$ cat config.mk
export PLATFORM = sky130hd
export DESIGN_NAME = ex_stage
export DESIGN_NICKNAME = d
export VERILOG_FILES = /design/src/rtl/mips_pkg.sv /design/src/rtl/mul_iter.sv /design/src/rtl/ex_stage.sv
export SDC_FILE = /design/constraint.sdc
export NUM_CORES = 1
export LEC_CHECK = 0
export ABC_AREA = 0
export ABC_CLOCK_PERIOD_IN_PS = 12300
export BUFFER_PORTS_ARGS = -buffer_cell sky130_fd_sc_hd__buf_4
export CAP_MARGIN = 5
export CORE_AREA = 2 2 204 206
export DETAILED_ROUTE_END_ITERATION = 10
export DIE_AREA = 0 0 206 208
export PLACE_DENSITY = 0.71
export REMOVE_ABC_BUFFERS = 1
export SETUP_SLACK_MARGIN = 0.02
export SKIP_CTS_REPAIR_TIMING = 1
export SYNTH_ARGS = -nofsm -noshare
export SYNTH_HDL_FRONTEND = slang
export SYNTH_SLANG_ARGS = --single-unit
$ cat constraint.sdc
create_clock -name clk -period 12.3 [get_ports clk]
set_input_delay 0.615 -clock clk [delete_from_list [all_inputs] [get_ports clk]]
set_output_delay 0.615 -clock clk [all_outputs]
set_load 0.02 [all_outputs]
$ cat src/rtl/mips_pkg.sv
// rtl/mips_pkg.sv - shared opcode, forwarding and EX_MEM field definitions
// Purpose: constants shared by the execute stage and its multiplier.
// Ports: none (package).
package mips_pkg;

    // ALU operation codes carried on alu_op
    localparam logic [3:0] ALU_ADD = 4'd0;
    localparam logic [3:0] ALU_SUB = 4'd1;
    localparam logic [3:0] ALU_AND = 4'd2;
    localparam logic [3:0] ALU_OR  = 4'd3;
    localparam logic [3:0] ALU_SLT = 4'd4;
    localparam logic [3:0] ALU_NOR = 4'd5;
    localparam logic [3:0] ALU_MUL = 4'd6;

    // Forwarding select codes (2'b11 falls back to the register file)
    localparam logic [1:0] FWD_REG = 2'b00;
    localparam logic [1:0] FWD_WB  = 2'b01;
    localparam logic [1:0] FWD_MEM = 2'b10;

    // EX_MEM bus layout
    localparam int EXM_W       = 87;
    localparam int EXM_RD_LSB  = 0;
    localparam int EXM_WD_LSB  = 5;
    localparam int EXM_ALU_LSB = 37;
    localparam int EXM_ZERO    = 69;
    localparam int EXM_TGT_LSB = 70;
    localparam int EXM_TGT_W   = 12;
    localparam int EXM_WB_LSB  = 82;
    localparam int EXM_MEM_LSB = 84;

    // Branch target word address: (pc_plus4 + (imm << 2)) bits [13:2]
    function automatic logic [EXM_TGT_W-1:0] branch_tgt(input logic [31:0] pc_plus4,
                                                      input logic [31:0] imm);
        logic [31:0] t;
        t = pc_plus4 + (imm << 2);
        return t[EXM_TGT_W+1:2];
    endfunction

endpackage

$ cat src/rtl/mul_iter.sv
// rtl/mul_iter.sv - iterative shift-add multiplier, one multiplier bit per cycle
// Purpose: unsigned 32x32 multiply keeping the low 32 bits of the product.
// Ports:
//   clk, reset       clock, synchronous active-high reset
//   i_start          latch i_a/i_b and begin (ignored while running)
//   i_abort          drop any operation in progress, return to idle
//   i_hold           delay completion on the final iteration (EX_MEM stalled)
//   i_a, i_b         multiplicand, multiplier
//   o_busy           operation in progress
//   o_done           final iteration completes on this edge; o_result valid
//   o_result         low 32 bits of the product (valid with o_done)
module mul_iter
    import mips_pkg::*;
#(
    parameter int MUL_CYCLES = 32
) (
    input  logic        clk,
    input  logic        reset,
    input  logic        i_start,
    input  logic        i_abort,
    input  logic        i_hold,
    input  logic [31:0] i_a,
    input  logic [31:0] i_b,
    output logic        o_busy,
    output logic        o_done,
    output logic [31:0] o_result
);

    localparam int CNT_W = (MUL_CYCLES > 2) ? $clog2(MUL_CYCLES) : 1;
    localparam logic [CNT_W-1:0] CNT_LAST = CNT_W'(MUL_CYCLES - 1);

    localparam logic [0:0] S_IDLE = 1'b0;
    localparam logic [0:0] S_RUN  = 1'b1;

    logic [0:0]       r_state;
    logic [31:0]      r_a;
    logic [31:0]      r_b;
    logic [31:0]      r_acc;
    logic [CNT_W-1:0] r_cnt;

    logic        w_last;
    logic [31:0] w_sum;

    assign w_last   = (r_state == S_RUN) && (r_cnt == CNT_LAST);
    assign w_sum    = r_acc + (r_b[0] ? r_a : 32'd0);
    assign o_busy   = (r_state == S_RUN);
    assign o_done   = w_last && !i_hold && !i_abort;
    // The last partial product is folded in combinationally so the result
    // is ready on the same edge as the final iteration.
    assign o_result = w_sum;

    always_ff @(posedge clk) begin
        if (reset) begin
            r_state <= S_IDLE;
            r_a     <= '0;
            r_b     <= '0;
            r_acc   <= '0;
            r_cnt   <= '0;
        end else if (i_abort) begin
            r_state <= S_IDLE;
            r_acc   <= '0;
            r_cnt   <= '0;
        end else if (r_state == S_IDLE) begin
            if (i_start) begin
                r_state <= S_RUN;
                r_a     <= i_a;
                r_b     <= i_b;
                r_acc   <= '0;
                r_cnt   <= '0;
            end
        end else if (w_last) begin
            // A stalled EX_MEM cannot take the result, so wait here with the
            // final iteration pending rather than losing the product.
            if (!i_hold) begin
                r_state <= S_IDLE;
            end
        end else begin
            r_acc <= w_sum;
            r_a   <= r_a << 1;
            r_b   <= r_b >> 1;
            r_cnt <= r_cnt + CNT_W'(1);
        end
    end

endmodule

$ cat src/rtl/ex_stage.sv
// rtl/ex_stage.sv - MIPS execute stage and EX/MEM pipeline register
// Purpose: operand forwarding, ALU (single-cycle ops plus iterative MUL),
//          zero flag, branch target, and the EX_MEM register with
//          stall/flush/bubble handling.
// Ports:
//   clk, reset          clock, synchronous active-high reset
//   alu_op, alu_src     ALU operation, operand-B immediate select
//   reg_dst             destination select (1: rd_addr, 0: rt_addr)
//   cont_MEM_in         {Branch,MemRead,MemWrite}
//   contWB_in           {RegWrite,MemtoReg}
//   pc_plus4, rs_data, rt_data, imm, rt_addr, rd_addr   ID/EX values
//   fwdA, fwdB          forwarding selects; MEM_ALUout, WB_data sources
//   stall_in            hold EX_MEM
//   flush               squash the instruction in EX
//   EX_MEM              {mem[86:84],wb[83:82],tgt[81:70],zero[69],alu[68:37],wdata[36:5],rd[4:0]}
//   ex_busy             multiply in progress
module ex_stage
    import mips_pkg::*;
#(
    parameter int MUL_CYCLES = 32,
    parameter int TGT_W      = 12
) (
    input  logic              clk,
    input  logic              reset,
    input  logic [3:0]        alu_op,
    input  logic              alu_src,
    input  logic              reg_dst,
    input  logic [2:0]        cont_MEM_in,
    input  logic [1:0]        contWB_in,
    input  logic [31:0]       pc_plus4,
    input  logic [31:0]       rs_data,
    input  logic [31:0]       rt_data,
    input  logic [31:0]       imm,
    input  logic [4:0]        rt_addr,
    input  logic [4:0]        rd_addr,
    input  logic [1:0]        fwdA,
    input  logic [1:0]        fwdB,
    input  logic [31:0]       MEM_ALUout,
    input  logic [31:0]       WB_data,
    input  logic              stall_in,
    input  logic              flush,
    output logic [EXM_W-1:0]  EX_MEM,
    output logic              ex_busy
);

    logic [EXM_W-1:0] r_ex_mem;
    logic             r_post_mul;
    logic [2:0]       r_m_mem;
    logic [1:0]       r_m_wb;
    logic [TGT_W-1:0] r_m_tgt;
    logic [31:0]      r_m_wdata;
    logic [4:0]       r_m_dest;

    logic [31:0]      w_a;
    logic [31:0]      w_b_fwd;
    logic [31:0]      w_b;
    logic [31:0]      w_alu;
    logic [4:0]       w_dest;
    logic [TGT_W-1:0] w_tgt;
    logic             w_start;
    logic             w_mul_busy;
    logic             w_mul_done;
    logic [31:0]      w_mul_result;
    logic [EXM_W-1:0] w_ex_single;
    logic [EXM_W-1:0] w_ex_mul;

    always_comb begin
        w_a = rs_data;
        case (fwdA)
            FWD_WB:  w_a = WB_data;
            FWD_MEM: w_a = MEM_ALUout;
            default: w_a = rs_data;
        endcase
        w_b_fwd = rt_data;
        case (fwdB)
            FWD_WB:  w_b_fwd = WB_data;
            FWD_MEM: w_b_fwd = MEM_ALUout;
            default: w_b_fwd = rt_data;
        endcase
    end

    assign w_b    = alu_src ? imm : w_b_fwd;
    assign w_dest = reg_dst ? rd_addr : rt_addr;
    assign w_tgt  = TGT_W'(branch_tgt(pc_plus4, imm));

    always_comb begin
        w_alu = w_a + w_b;
        case (alu_op)
            ALU_SUB: w_alu = w_a - w_b;
            ALU_AND: w_alu = w_a & w_b;
            ALU_OR:  w_alu = w_a | w_b;
            ALU_SLT: w_alu = {31'd0, $signed(w_a) < $signed(w_b)};
            ALU_NOR: w_alu = ~(w_a | w_b);
            default: w_alu = w_a + w_b;
        endcase
    end

    // r_post_mul covers the one cycle after a MUL retires, when ID/EX still
    // presents the same MUL instruction; it must not be started twice.
    assign w_start = (alu_op == ALU_MUL) && !w_mul_busy && !r_post_mul
                     && !stall_in && !flush;

    mul_iter #(
        .MUL_CYCLES (MUL_CYCLES)
    ) u_mul (
        .clk      (clk),
        .reset    (reset),
        .i_start  (w_start),
        .i_abort  (flush),
        .i_hold   (stall_in),
        .i_a      (w_a),
        .i_b      (w_b),
        .o_busy   (w_mul_busy),
        .o_done   (w_mul_done),
        .o_result (w_mul_result)
    );

    always_comb begin
        w_ex_single = '0;
        w_ex_single[EXM_MEM_LSB +: 3]     = cont_MEM_in;
        w_ex_single[EXM_WB_LSB +: 2]      = contWB_in;
        w_ex_single[EXM_TGT_LSB +: TGT_W] = w_tgt;
        w_ex_single[EXM_ZERO]             = (w_alu == 32'd0);
        w_ex_single[EXM_ALU_LSB +: 32]    = w_alu;
        w_ex_single[EXM_WD_LSB +: 32]     = w_b_fwd;
        w_ex_single[EXM_RD_LSB +: 5]      = w_dest;

        w_ex_mul = '0;
        w_ex_mul[EXM_MEM_LSB +: 3]     = r_m_mem;
        w_ex_mul[EXM_WB_LSB +: 2]      = r_m_wb;
        w_ex_mul[EXM_TGT_LSB +: TGT_W] = r_m_tgt;
        w_ex_mul[EXM_ZERO]             = (w_mul_result == 32'd0);
        w_ex_mul[EXM_ALU_LSB +: 32]    = w_mul_result;
        w_ex_mul[EXM_WD_LSB +: 32]     = r_m_wdata;
        w_ex_mul[EXM_RD_LSB +: 5]      = r_m_dest;
    end

    // Side fields of the MUL instruction, captured with its operands.
    always_ff @(posedge clk) begin
        if (reset) begin
            r_m_mem   <= '0;
            r_m_wb    <= '0;
            r_m_tgt   <= '0;
            r_m_wdata <= '0;
            r_m_dest  <= '0;
        end else if (w_start) begin
            r_m_mem   <= cont_MEM_in;
            r_m_wb    <= contWB_in;
            r_m_tgt   <= w_tgt;
            r_m_wdata <= w_b_fwd;
            r_m_dest  <= w_dest;
        end
    end

    always_ff @(posedge clk) begin
        if (reset) begin
            r_ex_mem   <= '0;
            r_post_mul <= 1'b0;
        end else if (flush) begin
            r_ex_mem   <= '0;
            r_post_mul <= 1'b0;
        end else if (stall_in) begin
            r_ex_mem   <= r_ex_mem;
        end else if (w_mul_done) begin
            r_ex_mem   <= w_ex_mul;
            r_post_mul <= 1'b1;
        end else if (w_start || w_mul_busy || r_post_mul) begin
            r_ex_mem   <= '0;
            r_post_mul <= 1'b0;
        end else begin
            r_ex_mem   <= w_ex_single;
        end
    end

    assign EX_MEM  = r_ex_mem;
    assign ex_busy = w_mul_busy;

endmodule

==> results.yml, run 1 <==
cells_and_area:
  mostFrequentLayoutCell: "nor2_1"
  final_area_sq_mm: 0.02322
  diodes: 0
  layout_common_cells: "nor2_1 (496), a21oi_1 (386), buf_4 (316)"
  layout-drive-gt1-share: 0.1438
  nets: 3389
  area_delta_synth_final_pct: 15.96
timing:
  worstMarginPinSlew_ps: 1256
  post-route-period-util: 0.5015
  drv_slew: 0
  layout_min_cycle_time_ps: 6168
  hold_viol: 0
  rsz0062_at_grt: "no"
  setup_viol: 0
  skew_ps: 18.33
  setup_tns_ps: 0
  max_freq_mhz: 162.1
  slew_headroom: 0.1626
clock_network:
  clk_pin_slew_ps: 60
  clk_path_buf_depth: 3
  cts_htree_levels: 1
  clk_latency_ps: 580
  cts_sinks: 244
  cts_tree: "built"
  cts_root_buf: "clkbuf_16"
  numCtsBuffers: 29
placed_design:
  routabilityCongestion: 0.9941
  dpl_cell_area_sq_mm: 0.02216
  dp_hpwl_mm: 56.00
  portBuffers: 288
worst_setup_path:
  endpoint_kind: "flop"
  arrival_ps: 6620
  path_max_fanout: 43
  ff2ff_setup_slack_ps: 7820
  critPathKind: "in -> reg"
  required_ps: 12750
  startpoint_type: "input port"
synth:
  synthCells: 2887
  ys_warn_count: 0
  ys_seq_area_frac: 0.2439
  synthArstFlopShare: 0
  ys_types: 106
  synth_edf_count: 0
  synthesis.area_sq_mm: 0.02002
  ys.flop_type: "dfxtp_1"
  syn_area_per_cell_sq_um: 6.936
  synth_seq_cells: 244
global_route:
  grt.total_usage: 0.3467
  grt-ovfl-total: 0
  grt_pass1_vias: 20900
  grt_max_degree: 72
  grt_pass1_wl_mm: 118.3
  antenna_found_initial: 0
power_and_ir_drop:
  total_leakage_power_nw: 9.763
  vdd_ir_drop_max_uv: 108.4
  powerDensity_mw_per_mm2: 115.2
drt:
  first_pass_iters: 5
  ant_nets: 0
  wl_per_cell_um: 21.51
  drt-initial-drc-count: 1879
  drc: 0
  drt_wl_total_mm: 76.84
  vias: 22280
  via_per_inst: 6.237
die:
  num_rows: 74
  ios: 309
  die_w_um: 206
  die_h_um: 208
  coreArea_sq_mm: 0.04055
  start_util: 0.4938
  die-area_sq_mm: 0.04285
job:
  drv_cap: 0
status:
  outcome: "finished clean"
hold_path:
  hold_path_class: "in -> reg"
Yosys cell counts, types with 39 or more instances:
cell        n  area share
nor2_1    496       0.093
a21oi_1   387       0.097
nand2_1   284       0.053
dfxtp_1   244        0.24
clkbuf_1  164       0.031
o21ai_0   163       0.041
ha_1      146       0.091
inv_1     119       0.022
a22oi_1    81       0.030
nor3_1     75       0.019
a211oi_1   52       0.019
nand3_1    41       0.010
and2_1     39       0.012
final cells by class:
class                      count  area (sq um)
clock buffer                  36         792.0
clock inverter                17         266.5
fill                        3887         17330
inverter                     124         465.4
multi-input combinational   2303         13770
sequential                   244          4888
tap                          532         665.6
timing repair buffer         316          2372
worst max-delay path, cell delays in order:
cell and delay (ps):
buf_4 90, inv_1 40, ha_2 580, buf_4 480, nor2_1 100, a21oi_1 260, nor2_1 70, a21oi_1 310
ha_1 480, nand2_1 240, a211oi_2 450, o21bai_1 180, a211oi_2 520, o211ai_1 280, a21bo_2 290, a2111oi_0 900
nor2_1 140, a221oi_1 470, nor2_1 90
power by group:
part | leakage (nW) | switching (mW) | internal (mW) | total [mW]
logic | 7.26 | 0.583 | 0.309 | 0.892
registers | 1.98 | 0.00976 | 0.807 | 0.817
clock network | 0.525 | 0.366 | 0.601 | 0.967
total | 9.76 | 0.959 | 1.72 | 2.67
registers in the layout (all words and copies together), names as in the netlist:
name and flops:
r_m_dest 5, r_m_wb 2, u_mul.r_a 32, r_m_mem 3, u_mul.r_cnt 5, u_mul.o_busy 1, r_post_mul 1, r_m_wdata 32
EX_MEM 87, u_mul.r_acc 32, u_mul.r_b 32, r_m_tgt 12
path summary, 6_finish.rpt:
check / startpoint / end / cells past startpoint
max: fwdB[0] / EX_MEM[60] / 19
min: cont_MEM_in[1] / r_m_mem[1] / 3
max reg2reg: u_mul.r_b[0] / EX_MEM[69] / 15
min reg2reg: u_mul.r_b[1] / u_mul.r_b[1] / 2
kinds of logic (layout without fill, tap and decap cells):
family | Yosys count | after routing | synth area share
AOI/OAI and AO/OA | 994 | 994 | 0.3186
muxes | 20 | 20 | 0.01037
and+or+nand+nor | 1094 | 1094 | 0.2417
buffers and inverters | 340 | 493 | 0.07048
adders and majority gates | 150 | 150 | 0.09523
xor gates and xnor gates | 45 | 45 | 0.01968
DFF | 244 | 244 | 0.2439
per-stage QoR:
stage,hold slack [ps],instances,utilization,power (mW),setup WS (ps)
6_report,308.0,3572,0.5726,2.675,6132
3_3_place_gp,437.9,3519,0.5465,1.689,5768
5_1_grt,311.2,3572,0.5726,2.787,5718
4_1_cts,286.8,3572,0.5726,2.659,6283
2_1_floorplan,425.7,2671,-,1.375,5329
3_5_place_dp,443.6,3519,0.5465,1.698,5727
routing by layer:
layer  vias to the layer above  part of all wire  global-route usage
met5                         -                 0                   0
li1                      10550                 -                   -
met1                     10590              0.43              0.4793
met2                       997              0.45              0.5580
met3                       148             0.086             0.04746
met4                         0             0.032              0.1034
Note: power is estimated with default switching activity, not from simulation.
==> inputs of run 2 (changes only) <==
--- a/config.mk
+++ b/config.mk
@@ -6,7 +6,7 @@
 export NUM_CORES = 1
 export LEC_CHECK = 0
 export ABC_AREA = 0
-export ABC_CLOCK_PERIOD_IN_PS = 12300
+export ABC_CLOCK_PERIOD_IN_PS = 6350
 export BUFFER_PORTS_ARGS = -buffer_cell sky130_fd_sc_hd__buf_4
 export CAP_MARGIN = 5
 export CORE_AREA = 2 2 204 206
==> constraint.sdc (replaced) <==
create_clock -name clk -period 6.35 [get_ports clk]
set_input_delay 0.3175 -clock clk [delete_from_list [all_inputs] [get_ports clk]]
set_output_delay 0.3175 -clock clk [all_outputs]
set_load 0.02 [all_outputs]
==> results.yml, run 2 (synthesized netlist as in run 1, its figures left out) <==
status:
  outcome: "finished clean"
worst_setup_path:
  cp.depth: 22
  cp_common_cell: "buf_4"
  crit_buf_inv: 5
  rr_endpoint: "EX_MEM[69]"
  r2r_cells: 15
  r2r-start: "u_mul.r_b[0]"
  crit_path_top_delay_cell: "a2111oi_0"
  startpoint_type: "input port"
  critPathKind: "in -> reg"
  arrival_ps: 5790
  worstPathCellList: "buf_4 -> inv_1 -> ha_2 -> buf_4 -> a21oi_1 -> nor2_1 -> a21oi_1 -> inv_1 -> ha_1 -> fa_1 -> nor2b_1 -> o211ai_1 -> o211ai_1 -> a2111oi_0 -> o21a_1 -> o31ai_1 -> a2111oi_0 -> nand4_1 -> nor4_1 -> buf_4 -> nand4_1 -> nand2_1"
  crit_family: "compound AO/OA/AOI/OAI gates"
  path_max_fanout: 20
  required_ps: 6870
  endpoint_kind: "flop"
  ff2ff_setup_slack_ps: 1860
  max_stage_delay_ps: 940
  endpoint: "EX_MEM[69]"
  cp-startpoint: "fwdB[0]"
global_route:
  antenna_found_initial: 2
  grt-ovfl-total: 0
  grt_max_degree: 78
  grt_pass1_wl_mm: 119.4
  grt.total_usage: 0.3509
  grt_pass1_vias: 21100
die:
  coreArea_sq_mm: 0.04055
  ios: 309
  die-area_sq_mm: 0.04285
  num_rows: 74
  die_w_um: 206
  die_h_um: 208
  start_util: 0.4938
clock_network:
  cts_tree: "built"
  cts_root_buf: "clkbuf_16"
  clk_pin_slew_ps: 60
  cts_sinks: 244
  clk_path_buf_depth: 3
  clk_latency_ps: 580
  numCtsBuffers: 29
  cts_htree_levels: 1
placed_design:
  dpl_cell_area_sq_mm: 0.02231
  routabilityCongestion: 0.9766
  portBuffers: 288
  dp_hpwl_mm: 57.44
timing:
  setup_viol: 0
  rsz0062_at_grt: "no"
  worstMarginPinSlew_ps: 1223
  max_freq_mhz: 189.8
  post-route-period-util: 0.8299
  layout_min_cycle_time_ps: 5270
  slew_headroom: 0.1847
  skew_ps: 14.15
  timing.hold.ws_ps: 1.896
  hold_viol: 0
  drv_slew: 0
power_and_ir_drop:
  vdd_ir_drop_max_uv: 217.0
  p_comb_frac: 0.342
  swShare: 0.3656
  p_seq_frac: 0.309
  switching_power_mw: 1.871
  powerDensity_mw_per_mm2: 219.5
  total_leakage_power_nw: 9.821
  clockPowerShare: 0.349
  internal-power_mw: 3.246
cells_and_area:
  largest_reg_flops: 87
  layout_common_cells: "nor2_1 (496), a21oi_1 (386), buf_4 (335)"
  layout-drive-gt1-share: 0.1487
  area_delta_synth_final_pct: 16.43
  multiInputGateArea_sq_mm: 0.01377
  mostFrequentLayoutCell: "nor2_1"
  final_area_sq_mm: 0.02331
  nets: 3408
  diodes: 0
  utilization: 0.5749
  seqCellArea_sq_mm: 0.004888
  fillers: 3862
drt:
  via_per_inst: 6.260
  drc: 0
  drt_wl_total_mm: 78.03
  vias: 22480
  wl_per_cell_um: 21.73
  ant_nets: 0
  first_pass_iters: 8
  drt-initial-drc-count: 2066
hold_path:
  whs_path_depth: 3
  hold_path_class: "in -> reg"
job:
  drv_cap: 0
[run 2: cell types whose count changed in the layout (fill, tap and decap cells not counted)]
cell | previous run | this run
clkinv_4 | 0 | 1
clkinvlp_4 | 1 | 3
buf_4 | 316 | 335
clkinv_2 | 8 | 5
bufinv_16 | 7 | 4
clkbuf_8 | 4 | 6
clkbuf_1 | 3 | 4
[run 2: tightest hold or removal path: cells and delay by family]
kind / cells / cell delay, ps
buffers and inverters: 1 / 110
AND/OR/NAND/NOR: 1 / 50
AO/OA/AOI/OAI: 1 / 50
[run 2: stage by stage]
stage          instances  setup WS (ps)  power, mW  setup TNS, ps
6_report            3591           1080      5.117              0
5_1_grt             3591          991.5      5.329              0
4_1_cts             3591           1303      5.088              0
3_5_place_dp        3538          703.0      3.309              0
3_3_place_gp        3538          740.6      3.290              0
2_1_floorplan       2671         -621.1      2.664         -62150
[run 2: power by group through the flow]
stage / registers (mW) / logic [mW] / clock network, mW
after CTS: 1.58 / 1.70 / 1.80
after floorplan: 1.64 / 1.02 / 0
after detailed placement: 1.61 / 1.69 / 0
after global routing: 1.58 / 1.89 / 1.85
final: 1.58 / 1.75 / 1.78
after global placement: 1.61 / 1.68 / 0
[run 2: how the worst min path moves through the flow]
| stage | start | endpoint | slack [ps] |
|---|---|---|---|
| floorplan | reset | r_m_dest[0] | 390 |
| global placement | r_m_mem[0] | r_m_mem[0] | 440 |
| detailed placement | u_mul.r_b[14] | u_mul.r_b[14] | 450 |
| CTS | cont_MEM_in[2] | r_m_mem[2] | -20 |
| global route | cont_MEM_in[1] | r_m_mem[1] | 1 |
| finish | cont_MEM_in[1] | r_m_mem[1] | 2 |
[run 2: routing by layer]
layer  vias to the layer above  global-route usage  wire length (um)
met4                         2              0.1052              2451
li1                      10580                   -                 -
met3                       159             0.04010              6510
met5                         -                   0                11
met2                      1075              0.5620             34900
met1                     10670              0.4924             34150
[run 2: area by class of cell]
class,count,area share
clock buffer,39,0.03531
clock inverter,14,0.007943
inverter,124,0.01996
multi-input combinational,2303,0.5907
sequential,244,0.2097
tap,532,0.02855
timing repair buffer,335,0.1079
